`src/rtl/bomb_pkg.sv`:
```
// Shared game-state encoding and helpers used by the controller, the countdown timer and the puzzles.
package bomb_pkg;

  typedef logic [7:0] game_state_t;

  localparam game_state_t GS_IDLE     = 8'h00;
  localparam game_state_t GS_ARMING   = 8'h01;
  localparam game_state_t GS_RUNNING  = 8'h10;
  localparam game_state_t GS_DEFUSED  = 8'h20;
  localparam game_state_t GS_EXPLODED = 8'h30;

  localparam int MAX_MODULES = 8;

  // Counts set bits of an up-to-eight-wide strike vector; callers zero-extend narrower vectors.
  function automatic logic [3:0] popcount(input logic [MAX_MODULES-1:0] vec);
    logic [3:0] total;
    total = '0;
    for (int i = 0; i < MAX_MODULES; i++) begin
      total = total + {3'b000, vec[i]};
    end
    return total;
  endfunction

endpackage

```
`src/rtl/bomb_game_controller_if.sv`:
```
// Game bus between the sequencer and its environment: button, puzzle events and timer digits in, status out.
interface bomb_game_controller_if #(
  parameter int NUM_MODULES = 4
);

  logic                   start;
  logic [NUM_MODULES-1:0] solved;
  logic [NUM_MODULES-1:0] strike;
  logic [3:0]             value_three;
  logic [3:0]             value_two;
  logic [3:0]             value_one;

  logic [7:0]             game_state;
  logic [NUM_MODULES-1:0] solved_mask;
  logic [NUM_MODULES-1:0] module_enable;
  logic [1:0]             strike_count;
  logic                   state_change;

  modport master (
    output start, solved, strike, value_three, value_two, value_one,
    input  game_state, solved_mask, module_enable, strike_count, state_change
  );

  modport slave (
    input  start, solved, strike, value_three, value_two, value_one,
    output game_state, solved_mask, module_enable, strike_count, state_change
  );

endinterface

```
`src/rtl/bomb_game_controller_strike_counter.sv`:
```
// Saturating strike accumulator; count_d exposes the next value so the sequencer can decide on it this cycle.
module strike_counter
  import bomb_pkg::*;
#(
  parameter int NUM_MODULES = 4,
  parameter int MAX_STRIKES = 3
) (
  input  logic                   clk,
  input  logic                   reset,
  input  logic                   clear,
  input  logic                   enable,
  input  logic [NUM_MODULES-1:0] strike_vec,
  output logic [1:0]             count_q,
  output logic [1:0]             count_d
);

  localparam logic [4:0] LIMIT = 5'(MAX_STRIKES);

  logic [MAX_MODULES-1:0] strike_wide;
  logic [4:0]             sum;

  always_comb begin
    strike_wide = '0;
    strike_wide[NUM_MODULES-1:0] = strike_vec;
    sum = {3'b000, count_q} + {1'b0, popcount(strike_wide)};
    count_d = count_q;
    if (clear) begin
      count_d = '0;
    end else if (enable) begin
      count_d = (sum >= LIMIT) ? LIMIT[1:0] : sum[1:0];
    end
  end

  always_ff @(posedge clk) begin
    if (reset) begin
      count_q <= '0;
    end else begin
      count_q <= count_d;
    end
  end

endmodule

```
`src/rtl/bomb_game_controller.sv`:
```
// Top-level game sequencer: IDLE -> ARMING -> RUNNING -> DEFUSED/EXPLODED, holding the result until restart.
module bomb_game_controller
  import bomb_pkg::*;
#(
  parameter int NUM_MODULES = 4,
  parameter int MAX_STRIKES = 3,
  parameter int ARM_CYCLES  = 16
) (
  input  logic                 clk,
  input  logic                 reset,
  bomb_game_controller_if.slave bus
);

  localparam int                ARM_W     = $clog2(ARM_CYCLES);
  localparam logic [ARM_W-1:0]  ARM_LAST  = ARM_W'(ARM_CYCLES - 1);
  localparam logic [1:0]        MAX_COUNT = 2'(MAX_STRIKES);
  localparam logic [1:0]        HOLDOFF   = 2'd2;

  game_state_t            state_q, state_d;
  logic [ARM_W-1:0]       arm_cnt_q, arm_cnt_d;
  logic [1:0]             run_cnt_q, run_cnt_d;
  logic [NUM_MODULES-1:0] solved_mask_q, solved_mask_d;
  logic [NUM_MODULES-1:0] module_enable_q, module_enable_d;
  logic                   state_change_q, state_change_d;
  logic [1:0]             strike_count_q, strike_count_d;

  logic                   strike_clear;
  logic                   strike_enable;
  logic [NUM_MODULES-1:0] strike_eff;
  logic                   timer_zero;
  logic                   expiry_armed;
  logic                   all_solved;
  logic                   strike_limit;

  // A solve in the same cycle as a strike on that module wins, so strikes are masked by the next mask.
  assign strike_eff = bus.strike & ~(solved_mask_q | bus.solved);

  strike_counter #(
    .NUM_MODULES(NUM_MODULES),
    .MAX_STRIKES(MAX_STRIKES)
  ) u_strike_counter (
    .clk       (clk),
    .reset     (reset),
    .clear     (strike_clear),
    .enable    (strike_enable),
    .strike_vec(strike_eff),
    .count_q   (strike_count_q),
    .count_d   (strike_count_d)
  );

  always_comb begin
    solved_mask_d = solved_mask_q;
    arm_cnt_d     = arm_cnt_q;
    run_cnt_d     = run_cnt_q;
    strike_clear  = 1'b0;
    strike_enable = 1'b0;
    case (state_q)
      GS_IDLE: begin
        if (bus.start) begin
          solved_mask_d = '0;
          arm_cnt_d     = '0;
          strike_clear  = 1'b1;
        end
      end
      GS_ARMING: begin
        arm_cnt_d = arm_cnt_q + ARM_W'(1);
        run_cnt_d = '0;
      end
      GS_RUNNING: begin
        solved_mask_d = solved_mask_q | bus.solved;
        strike_enable = 1'b1;
        if (run_cnt_q != HOLDOFF) begin
          run_cnt_d = run_cnt_q + 2'd1;
        end
      end
      default: begin
      end
    endcase
  end

  always_ff @(posedge clk) begin
    if (reset) begin
      solved_mask_q <= '0;
      arm_cnt_q     <= '0;
      run_cnt_q     <= '0;
    end else begin
      solved_mask_q <= solved_mask_d;
      arm_cnt_q     <= arm_cnt_d;
      run_cnt_q     <= run_cnt_d;
    end
  end

  always_ff @(posedge clk) begin
    if (reset) begin
      state_q <= GS_IDLE;
    end else begin
      state_q <= state_d;
    end
  end

  assign timer_zero   = (bus.value_three == 4'd0) && (bus.value_two == 4'd0) && (bus.value_one == 4'd0);
  assign expiry_armed = (run_cnt_q == HOLDOFF);
  assign all_solved   = &solved_mask_d;
  assign strike_limit = (strike_count_d == MAX_COUNT);

  // The timer needs two RUNNING cycles to load, so a zero reading before then is stale.
  always_comb begin
    state_d = state_q;
    case (state_q)
      GS_IDLE: begin
        if (bus.start) state_d = GS_ARMING;
      end
      GS_ARMING: begin
        if (arm_cnt_q == ARM_LAST) state_d = GS_RUNNING;
      end
      GS_RUNNING: begin
        if (strike_limit) begin
          state_d = GS_EXPLODED;
        end else if (all_solved) begin
          state_d = GS_DEFUSED;
        end else if (timer_zero && expiry_armed) begin
          state_d = GS_EXPLODED;
        end
      end
      GS_DEFUSED, GS_EXPLODED: begin
        if (bus.start) state_d = GS_IDLE;
      end
      default: state_d = GS_IDLE;
    endcase
  end

  always_comb begin
    module_enable_d = '0;
    if (state_d == GS_RUNNING) begin
      module_enable_d = ~solved_mask_d;
    end
    state_change_d = (state_d != state_q);
  end

  // Reset out of any non-idle state is itself a transition and gets its pulse.
  always_ff @(posedge clk) begin
    if (reset) begin
      module_enable_q <= '0;
      state_change_q  <= (state_q != GS_IDLE);
    end else begin
      module_enable_q <= module_enable_d;
      state_change_q  <= state_change_d;
    end
  end

  assign bus.game_state    = state_q;
  assign bus.solved_mask   = solved_mask_q;
  assign bus.module_enable = module_enable_q;
  assign bus.strike_count  = strike_count_q;
  assign bus.state_change  = state_change_q;

endmodule

```
`src/flat_wrapper.sv`:
```
// flat-port wrapper written by rule: the top's interface ports become plain ports
module bomb_game_controller_flat import bomb_pkg::*;
#(
  parameter int NUM_MODULES = 4,
  parameter int MAX_STRIKES = 3,
  parameter int ARM_CYCLES  = 16
)
  (clk, reset, bus_start, bus_solved, bus_strike, bus_value_three, bus_value_two, bus_value_one, bus_game_state, bus_solved_mask, bus_module_enable, bus_strike_count, bus_state_change);
  bomb_game_controller_if #(.NUM_MODULES(NUM_MODULES)) bus_i ();
  input  logic clk;
  input  logic reset;
  input wire logic [$bits(bus_i.start)-1:0] bus_start;
  input wire logic [$bits(bus_i.solved)-1:0] bus_solved;
  input wire logic [$bits(bus_i.strike)-1:0] bus_strike;
  input wire logic [$bits(bus_i.value_three)-1:0] bus_value_three;
  input wire logic [$bits(bus_i.value_two)-1:0] bus_value_two;
  input wire logic [$bits(bus_i.value_one)-1:0] bus_value_one;
  output wire logic [$bits(bus_i.game_state)-1:0] bus_game_state;
  output wire logic [$bits(bus_i.solved_mask)-1:0] bus_solved_mask;
  output wire logic [$bits(bus_i.module_enable)-1:0] bus_module_enable;
  output wire logic [$bits(bus_i.strike_count)-1:0] bus_strike_count;
  output wire logic [$bits(bus_i.state_change)-1:0] bus_state_change;
  assign bus_i.start = bus_start;
  assign bus_i.solved = bus_solved;
  assign bus_i.strike = bus_strike;
  assign bus_i.value_three = bus_value_three;
  assign bus_i.value_two = bus_value_two;
  assign bus_i.value_one = bus_value_one;
  assign bus_game_state = bus_i.game_state;
  assign bus_solved_mask = bus_i.solved_mask;
  assign bus_module_enable = bus_i.module_enable;
  assign bus_strike_count = bus_i.strike_count;
  assign bus_state_change = bus_i.state_change;
  bomb_game_controller #(.NUM_MODULES(NUM_MODULES), .MAX_STRIKES(MAX_STRIKES), .ARM_CYCLES(ARM_CYCLES)) u_core (.clk(clk), .reset(reset), .bus(bus_i));
endmodule
```
`config.mk`:
```
export PLATFORM = sky130hd
export DESIGN_NAME = bomb_game_controller_flat
export DESIGN_NICKNAME = d
export VERILOG_FILES = /design/src/rtl/bomb_pkg.sv /design/src/rtl/bomb_game_controller_if.sv /design/src/rtl/bomb_game_controller_strike_counter.sv /design/src/rtl/bomb_game_controller.sv /design/src/flat_wrapper.sv
export SDC_FILE = /design/constraint.sdc
export NUM_CORES = 1
export LEC_CHECK = 0
export ABC_AREA = 1
export CAP_MARGIN = 20
export CORE_ASPECT_RATIO = 1.5
export CORE_UTILIZATION = 44
export CTS_CLUSTER_DIAMETER = 80
export DETAILED_ROUTE_END_ITERATION = 12
export HOLD_SLACK_MARGIN = 0.03
export MAX_ROUTING_LAYER = met4
export PLACE_DENSITY = 0.78
export SETUP_SLACK_MARGIN = 0.2
export SLEW_MARGIN = 0
export SYNTH_ARGS = -nofsm -noshare
export SYNTH_HDL_FRONTEND = slang
export SYNTH_HIERARCHICAL = 1
export SYNTH_SLANG_ARGS = --single-unit
export TNS_END_PERCENT = 50
```
`constraint.sdc`:
```
create_clock -name clk -period 4.3 [get_ports clk]
set_clock_uncertainty 0.05 [all_clocks]
set_input_delay 1.075 -clock clk [delete_from_list [all_inputs] [get_ports clk]]
set_output_delay 1.075 -clock clk [all_outputs]
set_load 0.05 [all_outputs]
```
==> out/metrics.cfg <==
[floorplan]
die_x_um = 45.2
start_util_pct = 46.0
die_area_um2 = 3020
rows = 23
coreArea_um2 = 2680
die_h_um = 66.8
io_pins = 42

[setup_path]
end_kind = flip-flop
reg2reg_from = u_core/bus.solved_mask[1]
cp-start-kind = input port
cp_data_arrival_time_ns = 4.07
reg2reg_to = u_core/bus.module_enable[3]
path_max_fanout = 4
worstPathRequired_ns = 4.46
worst-setup-path-type = input port to flip-flop
reg2reg_depth = 20
rrSetupSlack_ns = 1.24

[drt]
drc = 0
avgViaCountPerCell = 4.79
wl_per_cell_um = 11.2
drtPass1Iterations = 4
drt_wl_total_um = 2860
drt_iter0_drc = 34
ant_nets = 0
dr_total_vias = 1227

[hold_path]
hold_end = u_core/arm_cnt_q[3]
min_path_cells = 1
hold_start = u_core/arm_cnt_q[3]
hold_path_class = flip-flop to flip-flop

[clocking]
cts_tree = yes
cts_buffers = 3
clk_latency_ns = 0.27
cts_root_buf = clkbuf_8
clk_pin_slew_worst_paths_ns = 0.09
cts_hold_buf = 0
htreeDepth = 1
clock_path_buffers = 2
cts.sinks = 25

[placed_design]
dp_hpwl_um = 2260
io_buffers = 41
globalplace.congestion = 0.925

[yosys]
ys_types = 23
yosys_warnings = 6
synth_ff_type = dfxtp_1
syn_area_per_cell_um2 = 7.25
syn_inst = 170
synthArstFlopShare_pct = 0
yosys_register_bits = 25
synth-edff-count = 0
ys_seq_area_share_pct = 40.6
synth_area_um2 = 1230

[finish]
multiInputGateArea_um2 = 659
register_area_um2 = 500
syn2layout_area_growth_pct = 43.7
drive_gt1_share_pct = 12.8
nets = 248
fillCellCount = 248
diodes = 0

[global_routing]
grt.overflow.total = 0
grt_pass1_wl_um = 4350
grt_max_degree = 18
grt_usage_pct = 20.3
antenna_found_initial = 0
grt_pass1_vias = 1108

[pwr]
ir_drop_uv = 263
cellPowerDensity_nw_per_um2 = 245
p_switching_uw = 104
sw_frac_of_total_pct = 24.1
pwr-share-seq_pct = 54.4
power_frac_clock_pct = 32.5
p_total_uw = 433
combPwrFrac_pct = 13.1
p_int_uw = 329
p_leak_uw = 0.000757

[sta]
period_share_pct = 91.0
slew_violations = 0
max_freq_ghz = 0.256
tns_ns = 0
min_period_ns = 3.91
grt_setup_unrepaired = no
worst_pin_slew_ns = 0.633
finalSetupViolCount = 0
slew_headroom_pct = 57.7
hold_violations = 0

[flow_run]
drv_cap = 0

[outcome]
status = completed

[critical path, cell delays in order]
cell and delay, ns:
clkdlybuf4s50_1 0.40, or2_2 0.30, nor2_2 0.11, fa_1 0.42, inv_1 0.08, fa_2 0.19
inv_2 0.04, fa_1 0.44, inv_1 0.07, nand3_1 0.07, nand2_1 0.09, inv_1 0.04
nand2_1 0.06, nand2_1 0.06, a21oi_2 0.10, o21ai_1 0.08, nand2_2 0.08, nand2_2 0.05
nor2_2 0.08, nand3_2 0.10, nor2_1 0.14
[registers in the layout, summed over array words and instances (netlist names)]
signal	flops
u_core/bus.game_state	8
u_core/arm_cnt_q	4
u_core/bus.module_enable	4
u_core/bus.solved_mask	4
u_core/run_cnt_q	2
u_core/u_strike_counter/count_q	2
u_core/bus.state_change	1
[metrics by stage]
stage                     utilization [%]  hold WS, ns  area [um2]  worst slack, ns  cells
final                                66.2        0.415        1770            0.388    256
after global placement               63.5        0.401        1700            0.125    251
after CTS                            65.4        0.418        1750            0.375    255
after global routing                 66.2        0.433        1770            0.203    256
after detailed placement             63.5        0.400        1700           0.0912    251
after floorplan                         -        0.383        1250            0.717    174
[synth_stat cells (3+ instances only)]
master / count / area share (%)
nor3_1: 3 / 1.2
dfxtp_1: 25 / 41
or2_2: 5 / 2.5
inv_1: 26 / 7.9
nand2_1: 32 / 9.7
nand2_2: 3 / 1.5
nand3_1: 8 / 3.2
nor2_1: 25 / 7.6
fa_1: 3 / 4.9
o21ai_0: 3 / 1.2
nor2_2: 4 / 2.0
a21oi_1: 17 / 6.9
[cell type report]
type,count,area share [%]
multi-input combinational,122,37.2
sequential,25,28.3
timing repair buffer,42,23.6
inverter,26,5.51
tap,37,2.61
clock buffer,3,2.33
clock inverter,1,0.424
[power groups by stage]
| stage | registers (uW) | logic (uW) | clock network, uW |
|---|---|---|---|
| floorplan | 251 | 16.1 | 0 |
| global placement | 241 | 55.2 | 0 |
| detailed placement | 241 | 55.7 | 0 |
| CTS | 236 | 56.0 | 145 |
| global route | 236 | 61.6 | 153 |
| finish | 236 | 56.6 | 141 |
[kinds of logic after synthesis]
logic type / share of synthesized area (%)
adders and majority gates: 6.90
buffers and inverters: 8.22
DFF: 40.6
AOI/OAI and AO/OA: 10.8
other: 0.304
and+or+nand+nor: 33.2
[per-layer routing]
metal	global-route usage [%]	wire, um	part of all wire [%]	vias up
met4	11.4	87	3.0	0
li1	-	-	-	628
met3	2.71	188	6.6	9
met2	35.3	1530	54	46
met1	21.1	1050	37	544
met5	-	0	0	-
[repair_timing]
action,4_1_cts,5_1_grt
setup buffers,0,1
resized for setup,0,6
endpoints found under the setup margin,0,2
[placed cells by master (no fill, tap or decap)]
master           netlist  final
a211oi_1               2      2
a21oi_1               17     16
a21oi_2                0      1
buf_4                  0      1
clkbuf_8               0      3
clkdlybuf4s50_1        0     41
clkinvlp_4             0      1
conb_1                 1      5
dfxtp_1               25     25
fa_1                   3      2
fa_2                   0      1
ha_1                   2      2
inv_1                 26     25
inv_2                  0      1
nand2_1               32     32
nand2_2                3      3
nand2_4                1      1
nand3_1                8      8
nand3_2                1      1
nor2_1                25     22
nor2_2                 4      7
nor2_4                 1      1
nor3_1                 3      3
nor3_2                 2      2
nor4_1                 2      2
o211ai_1               1      1
o21ai_0                3      3
o21ai_1                2      2
or2_2                  5      5
[worst max-delay path by stage]
stage	startpoint	cells past startpoint	slack [ns]	end
finish	bus_solved[1]	21	0.39	u_core/bus.module_enable[3]
global route	bus_solved[1]	21	0.20	u_core/bus.module_enable[3]
CTS	bus_solved[0]	21	0.38	u_core/bus.module_enable[3]
detailed placement	bus_solved[0]	21	0.09	u_core/bus.module_enable[3]
global placement	bus_solved[0]	21	0.12	u_core/bus.module_enable[3]
floorplan	bus_solved[0]	20	0.72	u_core/bus.module_enable[0]
Power figures use the tool's default switching activity.
